$ cat src/rtl/sonar_echo_timer.sv
// sonar_echo_timer
//   Fires a trigger pulse on one selected sonar channel, then measures that
//   channel's echo high-time in whole microseconds, with a timeout.
//
// Ports
//   clk       system clock
//   reset     synchronous, active-high reset
//   start     measurement request (accepted only in IDLE)
//   chan      channel to measure, sampled with start
//   echo_in   raw asynchronous echo inputs, one per channel
//   trig_out  trigger outputs, at most one bit high
//   busy      high while a measurement is in progress
//   done      one-cycle completion pulse
//   timeout   set with done when the echo window expired before a fall
//   width_us  measured echo width in microseconds (all ones on timeout)
//
// state     | meaning
// ----------+-----------------------------------------------------------
// IDLE      | waiting for a start with a valid channel number
// TRIG      | trigger pulse high on the latched channel
// WAIT_RISE | trigger finished, waiting for a fresh echo rising edge
// MEASURE   | echo high, counting whole microsecond ticks
// DONE      | one-cycle done pulse, result registers are valid
module sonar_echo_timer #(
  parameter int CLK_PER_US = 50,
  parameter int WIDTH      = 32,
  parameter int CHANNELS   = 8,
  parameter int CH_BITS    = 3,
  parameter int TRIG_US    = 10,
  parameter int TIMEOUT_US = 30000
) (
  input  logic                clk,
  input  logic                reset,
  input  logic                start,
  input  logic [CH_BITS-1:0]  chan,
  input  logic [CHANNELS-1:0] echo_in,
  output logic [CHANNELS-1:0] trig_out,
  output logic                busy,
  output logic                done,
  output logic                timeout,
  output logic [WIDTH-1:0]    width_us
);

  typedef enum logic [2:0] {
    S_IDLE,
    S_TRIG,
    S_WAIT_RISE,
    S_MEASURE,
    S_DONE
  } state_t;

  localparam int TRIG_CYC = TRIG_US * CLK_PER_US;
  localparam int TRIG_W   = $clog2(TRIG_CYC);
  localparam int PRESC_W  = $clog2(CLK_PER_US);

  localparam logic [CH_BITS:0]    CH_LIMIT   = (CH_BITS+1)'(CHANNELS);
  localparam logic [CHANNELS-1:0] CH_ONE     = CHANNELS'(1);
  localparam logic [PRESC_W-1:0]  PRESC_LAST = PRESC_W'(CLK_PER_US - 1);
  localparam logic [TRIG_W-1:0]   TRIG_LOAD  = TRIG_W'(TRIG_CYC - 1);
  localparam logic [WIDTH-1:0]    US_LAST    = WIDTH'(TIMEOUT_US - 1);

  state_t               state;
  logic [CH_BITS-1:0]   chan_latched;
  logic [TRIG_W-1:0]    trig_cnt;
  logic [PRESC_W-1:0]   presc;
  logic [WIDTH-1:0]     us_cnt;
  logic [WIDTH-1:0]     width_cnt;

  logic [CHANNELS-1:0]  echo_meta;
  logic [CHANNELS-1:0]  echo_sync;
  logic [CHANNELS-1:0]  echo_prev;

  logic                 tick;
  logic                 sel_sync;
  logic                 sel_prev;
  logic                 rise;
  logic                 fall;
  logic                 us_expire;
  logic [WIDTH-1:0]     width_inc;
  logic [WIDTH-1:0]     width_next;

  // Two-flop synchroniser plus a history flop for edge detection.
  always_ff @(posedge clk) begin
    if (reset) begin
      echo_meta <= '0;
      echo_sync <= '0;
      echo_prev <= '0;
    end else begin
      echo_meta <= echo_in;
      echo_sync <= echo_meta;
      echo_prev <= echo_sync;
    end
  end

  always_comb begin
    tick      = (presc == PRESC_LAST);
    sel_sync  = echo_sync[chan_latched];
    sel_prev  = echo_prev[chan_latched];
    rise      = sel_sync & ~sel_prev;
    fall      = ~sel_sync & sel_prev;
    // Timeout fires on the tick that brings the us counter to TIMEOUT_US.
    us_expire = tick && (us_cnt == US_LAST);
    // Saturating width count; includes a tick landing on the fall cycle.
    width_inc  = (width_cnt == '1) ? width_cnt : width_cnt + 1'b1;
    width_next = tick ? width_inc : width_cnt;
  end

  always_ff @(posedge clk) begin
    if (reset) begin
      state        <= S_IDLE;
      chan_latched <= '0;
      trig_cnt     <= '0;
      presc        <= '0;
      us_cnt       <= '0;
      width_cnt    <= '0;
      trig_out     <= '0;
      busy         <= 1'b0;
      done         <= 1'b0;
      timeout      <= 1'b0;
      width_us     <= '0;
    end else begin
      done  <= 1'b0;
      presc <= tick ? '0 : presc + 1'b1;
      case (state)
        S_IDLE: begin
          if (start && ({1'b0, chan} < CH_LIMIT)) begin
            chan_latched <= chan;
            timeout      <= 1'b0;
            busy         <= 1'b1;
            trig_out     <= CH_ONE << chan;
            trig_cnt     <= TRIG_LOAD;
            presc        <= '0;
            state        <= S_TRIG;
          end
        end

        S_TRIG: begin
          if (trig_cnt == '0) begin
            trig_out <= '0;
            us_cnt   <= '0;
            presc    <= '0;
            state    <= S_WAIT_RISE;
          end else begin
            trig_cnt <= trig_cnt - 1'b1;
          end
        end

        S_WAIT_RISE: begin
          if (us_expire) begin
            width_us <= '1;
            timeout  <= 1'b1;
            busy     <= 1'b0;
            done     <= 1'b1;
            presc    <= '0;
            state    <= S_DONE;
          end else begin
            if (tick) us_cnt <= us_cnt + 1'b1;
            if (rise) begin
              width_cnt <= '0;
              presc     <= '0;
              state     <= S_MEASURE;
            end
          end
        end

        S_MEASURE: begin
          if (us_expire) begin
            width_us <= '1;
            timeout  <= 1'b1;
            busy     <= 1'b0;
            done     <= 1'b1;
            presc    <= '0;
            state    <= S_DONE;
          end else if (fall) begin
            width_us <= width_next;
            busy     <= 1'b0;
            done     <= 1'b1;
            presc    <= '0;
            state    <= S_DONE;
          end else begin
            if (tick) us_cnt <= us_cnt + 1'b1;
            width_cnt <= width_next;
          end
        end

        S_DONE: begin
          presc <= '0;
          state <= S_IDLE;
        end

        default: begin
          presc <= '0;
          state <= S_IDLE;
        end
      endcase
    end
  end

endmodule

$ cat config.mk
export PLATFORM = sky130hd
export DESIGN_NAME = sonar_echo_timer
export DESIGN_NICKNAME = d
export VERILOG_FILES = /design/src/rtl/sonar_echo_timer.sv
export SDC_FILE = /design/constraint.sdc
export NUM_CORES = 1
export LEC_CHECK = 0
export ABC_CLOCK_PERIOD_IN_PS = 5100
export BUFFER_PORTS_ARGS = -buffer_cell sky130_fd_sc_hd__buf_2
export CORE_MARGIN = 1
export CORE_UTILIZATION = 65
export DETAILED_ROUTE_END_ITERATION = 8
export GPL_TIMING_DRIVEN = 0
export PLACE_DENSITY = 0.85
export SLEW_MARGIN = 20
export SYNTH_ARGS = -nofsm -noshare
export SYNTH_HDL_FRONTEND = slang
export SYNTH_SLANG_ARGS = --single-unit
export TNS_END_PERCENT = 30
$ cat constraint.sdc
create_clock -name clk -period 5.1 [get_ports clk]
set_clock_uncertainty 0.05 [all_clocks]
set_input_delay 0.255 -clock clk [delete_from_list [all_inputs] [get_ports clk]]
set_output_delay 0.255 -clock clk [all_outputs]
set_load 0.03 [all_outputs]
* Yosys cells after proc, flatten, opt, wreduce, memory -nomap -nowiden
Cells that the tools add are included.
** Operators by class
- Equal/unequal tests :: 17
- $add $sub $neg :: 4
- Mux-type cells :: 54
- Bitwise operators :: 4
- Divide/modulo/power cells :: 0
- Magnitude comparators :: 1
- $mul :: 0
- Reductions and logical operators :: 18
- Shifts and indexed selects :: 1
** Operators by type and width (count)
- two-way mux 32 bit :: 14
- case mux 32 bit (2 select lines) :: 2
- case mux 32 bit (3 select lines) :: 1
- adder 32 x 1 -> 32 bit (second input constant) :: 2
- two-way mux 6 bit :: 7
- == test 32 x 15 -> 1 bit (second input constant) :: 1
- == test 32 bit (second input constant) :: 1
- case mux 6 bit (4 select lines) :: 1
- two-way mux 3 bit :: 6
- two-way mux 9 bit :: 2
- case mux 9 bit (2 select lines) :: 1
- two-way mux 8 bit :: 2
- inequality test 2 bit (second input constant) :: 8
- case mux 8 bit (2 select lines) :: 1
- case mux 3 bit (4 select lines) :: 1
- AND reduction 3 bit :: 4
- two-way mux 1 bit :: 11
- AND reduction 5 bit :: 2
- zero test 9 bit :: 1
- subtractor 9 x 1 -> 9 bit (second input constant) :: 1
- AND reduction 4 bit :: 2
- left shift 1 x 3 -> 8 bit (first input constant) :: 1
- adder 6 x 1 -> 6 bit (second input constant) :: 1
- binary-select mux 1 bit (select 3 bit) :: 2
- other kinds (16) :: 24
** Storage, ports and cells
- Word-level logic and storage cells :: 113
- Register bits :: 152
- Memories kept :: 0
- Memory bits (writable) :: 0
- ROM bits :: 0
- Bits in latches :: 0

* Logic depth before layout (Yosys ltp)
Gate-level depths: netlist (run 1).
- Depth after elaboration :: 7
- Depth in mapped cells :: 10

* Least setup slack after synthesis (run 1)
No wires, ideal clock.
- Path type :: register to register
- From :: reg width_cnt[0]
- To :: reg width_us[20]
- Stages on the path, launching flop included :: 8
- Buffers on the path :: 0
- Period minus slack after synthesis :: 2.433 ns
- Arrival time :: 2.295 ns
- Slack :: 2.667 ns
- Required time :: 4.962 ns
- Setup time :: 0.088 ns
- Cell sequence :: dfxtp_1 ha_1 nand3_4 or4_4 a2111oi_4 nand2_1 xor2_1 a311oi_2
** On the way
- Word-level cells in the longest chain between the ends :: 6
- Elaborated cells on any way between the ends :: 7
- Classes of those cells :: 1 x add/sub; 1 x eq/ne; 5 x mux
** RTL lines
- start, declared :: line 67 : logic [WIDTH-1:0] width_cnt;
- start signal, assigned :: line 182 : width_cnt <= width_next;
- adder 32 x 1 -> 32 bit / == test 32 bit (equally long branches) :: line 104 : width_inc = (width_cnt == '1) ? width_cnt : width_cnt + 1'b1;
- two-way mux 32 bit (*) :: line 104
- two-way mux 32 bit (*) :: line 105 : width_next = tick ? width_inc : width_cnt;
- two-way mux 32 bit (*) :: line 174 : end else if (fall) begin
- two-way mux 32 bit (*) :: line 167 : if (us_expire) begin
- case mux 32 bit (2 select lines) (*) :: line 124 : case (state)
- end signal, assigned :: line 175 : width_us <= width_next;
- end, declared :: line 41 : output logic [WIDTH-1:0] width_us
Mark *: on every way between the ends. The rest lies on a longest branch, timed or not. The select of a mux whose other input is x is not followed.
A chain may end at the register's enable or synchronous reset.

* Final worst setup path (run 1)
- From :: reg presc[0]
- To :: reg width_cnt[29]
** On the way
- Word-level cells in the longest chain between the ends :: 5
- Elaborated cells on any way between the ends :: 9
- Classes of those cells :: 3 x eq/ne; 4 x mux; 2 x reduce/logical
** RTL lines
- start, declared :: line 65 : logic [PRESC_W-1:0] presc;
- start signal, assigned :: line 123 : presc <= tick ? '0 : presc + 1'b1;
- == test 6 bit (*) :: line 96 : tick = (presc == PRESC_LAST);
- two-way mux 32 bit :: line 105
- two-way mux 32 bit :: line 174
- two-way mux 32 bit :: line 167
- case mux 32 bit (2 select lines) :: line 124
Marks and branches as above.

==> results.toml, run 1 <==
[flow_run]
cap_viol_max_count = 0

[worst_setup_path]
end_kind = "register"
crit_required_ns = 5.41
timing.critical_path.from = "presc[0]$_SDFF_PP0_"
path_class = "reg2reg"
r2r-start = "presc[0]$_SDFF_PP0_"
cp_max_fo = 10
startpoint_type = "register"
cp.arrival_ns = 3.47

[yosys]
synth_warnings = 0
postSynthCellCount = 870
ys_seq_elements = 152
synth_cell_type_count = 62
synth.top_cell.area_share_pct = 41.2
yosys_most_used_dff = "dfxtp_1"
async_reset_ff_share_pct = 0
synth_area_leaders = "dfxtp_1 41%, nor2_1 4.3%, a21oi_1 4.2%"
synth_nets = 889
syn-cell-area_um2 = 7380
synth_edf_count = 0
postSynthAreaPerCell_um2 = 8.48
synth_largest_area_cell = "dfxtp_1"
synth-seq-area-share_pct = 41.2

[global_route]
grt_pass1_wl_mm = 33.2
overflow = 0
grt_max_degree = 17
antenna_found_initial = 0
grt_pass1_vias = 6720
grtUsageTotal_pct = 36.7

[die]
die-area_um2 = 11800
num_io_pins = 57
die_h_um = 109
core_um2 = 10900
dieWidth_um = 109
initial_core_util_pct = 67.5
num_rows = 38

[timing]
worst_pin_slew_ns = 0.905
fin_crit_sh_pct = 61.9
fin_crit_ns = 3.16
maxSlewViolCount = 0
fmax_mhz = 317
finalSetupViolCount = 0
rsz0062_at_grt = "no"
fin_tns_setup_ns = 0
holdWs_ns = 0.00701
finalHoldViolCount = 0
max_slew_margin_pct = 38.8

[detailed_routing]
drtPass1Iterations = 5
detail_route.wl_per_cell_um = 18.7
ant_nets = 0
wirelength_mm = 20.6
drc = 0
vias = 7057
vias_per_cell = 6.41
initialDrtViolationCount = 759

[finish]
fill_cells = 776
nets = 968
num_antenna_cells = 0
regArea_um2 = 3040
drive_gt1_share_pct = 13.8
layout_commonest_cell = "dfxtp_1"
multi_input_area_um2 = 4040
mostFrequentLayoutCells = "152 x dfxtp_1, 84 x nor2_1, 75 x nand2_1"
area_growth_pct = 14.0

[clock_tree]
cts-root-buf = "clkbuf_16"
h-tree-depth = 4
cts_sinks = 152
cts_resized = 0
clk_latency_ns = 0.43
path_clk_slew_ns = 0.06
numCtsBuffers = 17
cts_tree = "done"
cts.path.max_buffers = 2

[power]
p_leak_nw = 2.91
peakVddDrop_mv = 0.330
seqPwrFrac_pct = 42.7
p_sw_w = 0.000953
power_frac_comb_pct = 20.0
p_sw_share_pct = 31.0
clkPwrFrac_pct = 37.3
power_density_nw_per_um2 = 365
p_int_w = 0.00212

[place]
port_buffers = 55
finalWeightedCongestion = 0.955
dp_hpwl_mm = 14.7

[hold_path]
min_path_type = "in2reg"
worst_hold_startpoint = "echo_in[1]"

[run_status]
status = "finished clean"
## layer usage
layer	part of all wire (%)	global-route usage, %	wire length [um]
met5	0	0	0
met4	3.3	17.7	687
met3	7.1	7.47	1470
met2	48	60.2	9970
met1	41	46.0	8500
## metrics by stage
| step | cell area, um^2 | instances | total power (W) | utilization [%] | worst slack, ns |
|---|---|---|---|---|---|
| 3_5_place_dp | 7830 | 1065 | 0.00193 | 71.6 | 2.08 |
| 2_1_floorplan | 7380 | 870 | 0.00178 | - | 2.67 |
| 6_report | 8420 | 1101 | 0.00307 | 77.0 | 1.94 |
| 5_1_grt | 8420 | 1101 | 0.00319 | 77.0 | 1.73 |
| 3_3_place_gp | 7830 | 1065 | 0.00190 | 71.6 | 2.25 |
| 4_1_cts | 8420 | 1101 | 0.00307 | 77.0 | 2.08 |
## what timing repair did
action | in CTS | in global routing
setup buffers | 0 | 0
hold buffers | 5 | 0
endpoints found under the hold margin | 5 | 0
## power by group through the flow
stage	clock, W	sequential (W)	combinational, W
2_1_floorplan	0	0.00134	0.000435
3_3_place_gp	0	0.00133	0.000572
3_5_place_dp	0	0.00134	0.000595
4_1_cts	0.00116	0.00131	0.000603
5_1_grt	0.00120	0.00132	0.000669
6_report	0.00115	0.00131	0.000614
## cell type report
class                           count  share of cell area (%)
Multi-Input combinational cell    653                    48.0
Timing Repair Buffer               60                    3.87
Clock inverter                     10                   0.877
Sequential cell                   152                    36.2
Inverter                            8                   0.357
Tap cell                          140                    2.08
Clock buffer                       21                    5.47
Buffer                             57                    3.23
## logic make-up (layout without fill, tap and decap cells)
family	after synthesis	in the layout	synth area share, %
XOR/XNOR	41	41	4.87
AND/OR/NAND/NOR	398	398	29.1
buffers and inverters	65	156	4.09
flip-flops	152	152	41.2
multiplexers	20	20	3.42
adder cells (fa/ha/maj)	6	6	1.00
AO/OA/AOI/OAI	188	188	16.3
## cells in the mapped netlist (14+ instances only)
cell type,number
a21oi_1,62
clkbuf_1,33
o21ai_0,30
dfxtp_1,152
xnor2_1,17
nor3_1,29
xor2_1,24
nor2b_1,28
nand4_1,23
nand3_1,45
mux2i_1,14
nand2b_1,15
a31oi_1,27
a211oi_1,26
nand2_1,75
nor4_1,17
and3_1,19
nor2_1,84
## final timing paths
check	depth (start not counted)	end	slack (ns)
hold / removal	2	echo_meta[1]$_SDFF_PP0_	0.007
setup reg to reg	8	width_cnt[29]$_SDFFE_PP0P_	1.94
hold reg to reg	1	echo_sync[2]$_SDFF_PP0_	0.40
setup / recovery	8	width_cnt[29]$_SDFFE_PP0P_	1.94
## critical path: stages, from the launching register on
cell	delay, ns
dfxtp_1	0.38
ha_1	0.37
inv_1	0.15
nor4_1	0.62
nand3_1	0.40
a31oi_1	0.52
buf_2	0.36
a21oi_1	0.08
mux2i_1	0.16
## state kept, by name, summed over array words and instances, names as in the netlist
name,count
width_cnt,32
state,3
width_us,32
done,1
echo_meta,8
timeout,1
trig_cnt,9
busy,1
chan_latched,3
us_cnt,32
trig_out,8
echo_sync,8
echo_prev,8
presc,6
Power figures use the tool's default switching activity.
==> run 2, diff against run 1 <==
Settings changed: ABC_CLOCK_PERIOD_IN_PS 5100 to 3300, CORE_UTILIZATION 65 to 60, PLACE_DENSITY 0.85 to 0.8.
Clock period 5.1 ns to 3.3 ns, I/O delays scaled along.
==> run 2 against run 1 <==
Effect of this change:
- cell count is 1.3% higher
- sequential share of layout area is 0.72 points lower
- fmax is 7.0% higher
- worst setup slack worse by 1.6 ns
- worst hold slack better by 0.19 ns
- non-clock buffer count is 6 higher
- combinational power is 53% higher
==> results.toml, run 2 (synthesis results as in run 1) <==
[run_status]
status = "finished clean"

[timing]
worst_pin_slew_ns = 0.877
layout_setup_ws_ns = 0.349
finalHoldViolCount = 0
fmax_mhz = 339
fin_tns_setup_ns = 0
maxSlewViolCount = 0
finalSetupViolCount = 0
max_slew_margin_pct = 40.7
fin_crit_ns = 2.95
fin_crit_sh_pct = 89.4
rsz0062_at_grt = "no"

[global_route]
overflow = 0
grt_pass1_wl_mm = 31.9
grt_max_degree = 17
grt_pass1_vias = 6429
antenna_found_initial = 0
grtUsageTotal_pct = 32.0

[flow_run]
cap_viol_max_count = 0

[worst_setup_path]
r2r-end = "width_cnt[11]$_SDFFE_PP0P_"
max_stage_delay_ns = 0.57
r2r_cells = 8
r2r-start = "presc[0]$_SDFF_PP0_"
worst_path_max_delay_cell = "nor4_1"
crit_chain = "ha_1 -> inv_1 -> nor4_1 -> nand3_1 -> a31oi_1 -> buf_2 -> a21oi_1 -> mux2i_1"
cp.arrival_ns = 3.26
cp_max_fo = 10
startpoint_type = "register"
path_class = "reg2reg"
crit_required_ns = 3.61
end_kind = "register"
r2r_slack_ns = 0.35

[place]
dp_slack_ns = 0.395
port_buffers = 55
dp_hpwl_mm = 13.5
postPlaceCellArea_um2 = 7840
finalWeightedCongestion = 0.983

[finish]
drive_gt1_share_pct = 13.7
utilization_pct = 71.5
num_antenna_cells = 0
mostFrequentLayoutCells = "152 x dfxtp_1, 84 x nor2_1, 75 x nand2_1"
area_growth_pct = 16.3
nets = 974
fill_cells = 944
reg_top3 = "us_cnt: 32 flops, width_cnt: 32 flops, width_us: 32 flops"
layout_commonest_cell = "dfxtp_1"
final_cell_area_um2 = 8590

[die]
initial_core_util_pct = 61.4
die-area_um2 = 12700
num_io_pins = 57
num_rows = 40
dieWidth_um = 113
die_h_um = 113
core_um2 = 12000

[clock_tree]
cts-root-buf = "clkbuf_16"
cts_tree = "done"
h-tree-depth = 4
cts_sinks = 152
numCtsBuffers = 17
cts.path.max_buffers = 2
path_clk_slew_ns = 0.06
clk_latency_ns = 0.43
cts_resized = 0
post-cts-setup-buffers = 0

[detailed_routing]
detail_route.wl_per_cell_um = 17.6
vias = 6930
wirelength_mm = 19.6
initialDrtViolationCount = 643
vias_per_cell = 6.22
ant_nets = 0
drtPass1Iterations = 5
drc = 0

[power]
peakVddDrop_mv = 0.396
power_density_nw_per_um2 = 590
power.total_w = 0.00507
p_leak_nw = 2.97

[hold_path]
holdPathStages = 4
worst_hold_startpoint = "start"
whs_endpoint = "timeout$_SDFFE_PP0P_"
min_path_type = "in2reg"
-- run 2: changes by cell type in the layout (fill, tap and decap cells not counted) --
cell,before,now
inv_6,1,0
clkinv_2,3,2
dlygate4sd3_1,5,11
bufinv_16,0,5
clkbuf_1,35,36
clkbuf_8,2,0
clkinv_4,4,2
clkinvlp_4,2,3
-- run 2: critical path, delay by kind of cell, from the launching register on --
kind,cells,cell delay (ns)
and+or+nand+nor,2,0.93
AOI/OAI and AO/OA,2,0.55
buffers and inverters,2,0.49
DFF,1,0.38
adders and majority gates,1,0.32
muxes,1,0.15
-- run 2: layer usage --
layer  up-vias  global-route usage (%)  wire length [um]
met5         -                       0                 0
met4         0                    14.4               608
met3        57                    7.23              1470
met2       272                    53.3              9280
met1      3252                    39.9              8250
li1       3349                       -                 -
-- run 2: final cells by class --
type                    instances  area [um^2]  share of cell area [%]
clock inverters                12          200                    2.33
multi-input cells             653         4040                    47.0
well taps                     147          184                    2.14
inverters                       8         30.0                   0.350
clock buffers                  20          437                    5.09
plain buffers                  57          272                    3.16
flip-flops and latches        152         3040                    35.4
repair buffers                 66          385                    4.49
-- run 2: metrics by stage --
| stage | hold slack [ns] | std cells |
|---|---|---|
| after floorplan | 0.243 | 870 |
| after global placement | 0.322 | 1072 |
| after detailed placement | 0.331 | 1072 |
| after CTS | 0.179 | 1115 |
| after global routing | 0.227 | 1115 |
| final | 0.201 | 1115 |
-- run 2: timing repair --
action / CTS / global route
hold buffers: 11 / 0
endpoints found under the setup margin: 0 / 0
hold endpoints to repair: 11 / 0
-- run 2: worst max path at each step --
stage,start,end,slack [ns],cells after the start
after floorplan,width_cnt[0]$_SDFFE_PP0P_,width_us[20]$_SDFFE_PP0P_,0.87,7
after global placement,chan_latched[0]$_SDFFE_PP0P_,width_us[25]$_SDFFE_PP0P_,0.47,8
after detailed placement,chan_latched[0]$_SDFFE_PP0P_,width_us[24]$_SDFFE_PP0P_,0.40,8
after CTS,chan_latched[0]$_SDFFE_PP0P_,width_us[24]$_SDFFE_PP0P_,0.38,8
after global routing,presc[0]$_SDFF_PP0_,width_cnt[9]$_SDFFE_PP0P_,0.18,8
final,presc[0]$_SDFF_PP0_,width_cnt[11]$_SDFFE_PP0P_,0.35,8
-- run 2: where the power goes --
group | internal, W | switching, W | leakage (nW) | total [W]
clock | 0.00134 | 0.000753 | 0.300 | 0.00209
sequential | 0.00194 | 0.0000925 | 1.23 | 0.00203
combinational | 0.000340 | 0.000601 | 1.44 | 0.000941
total | 0.00362 | 0.00145 | 2.97 | 0.00507
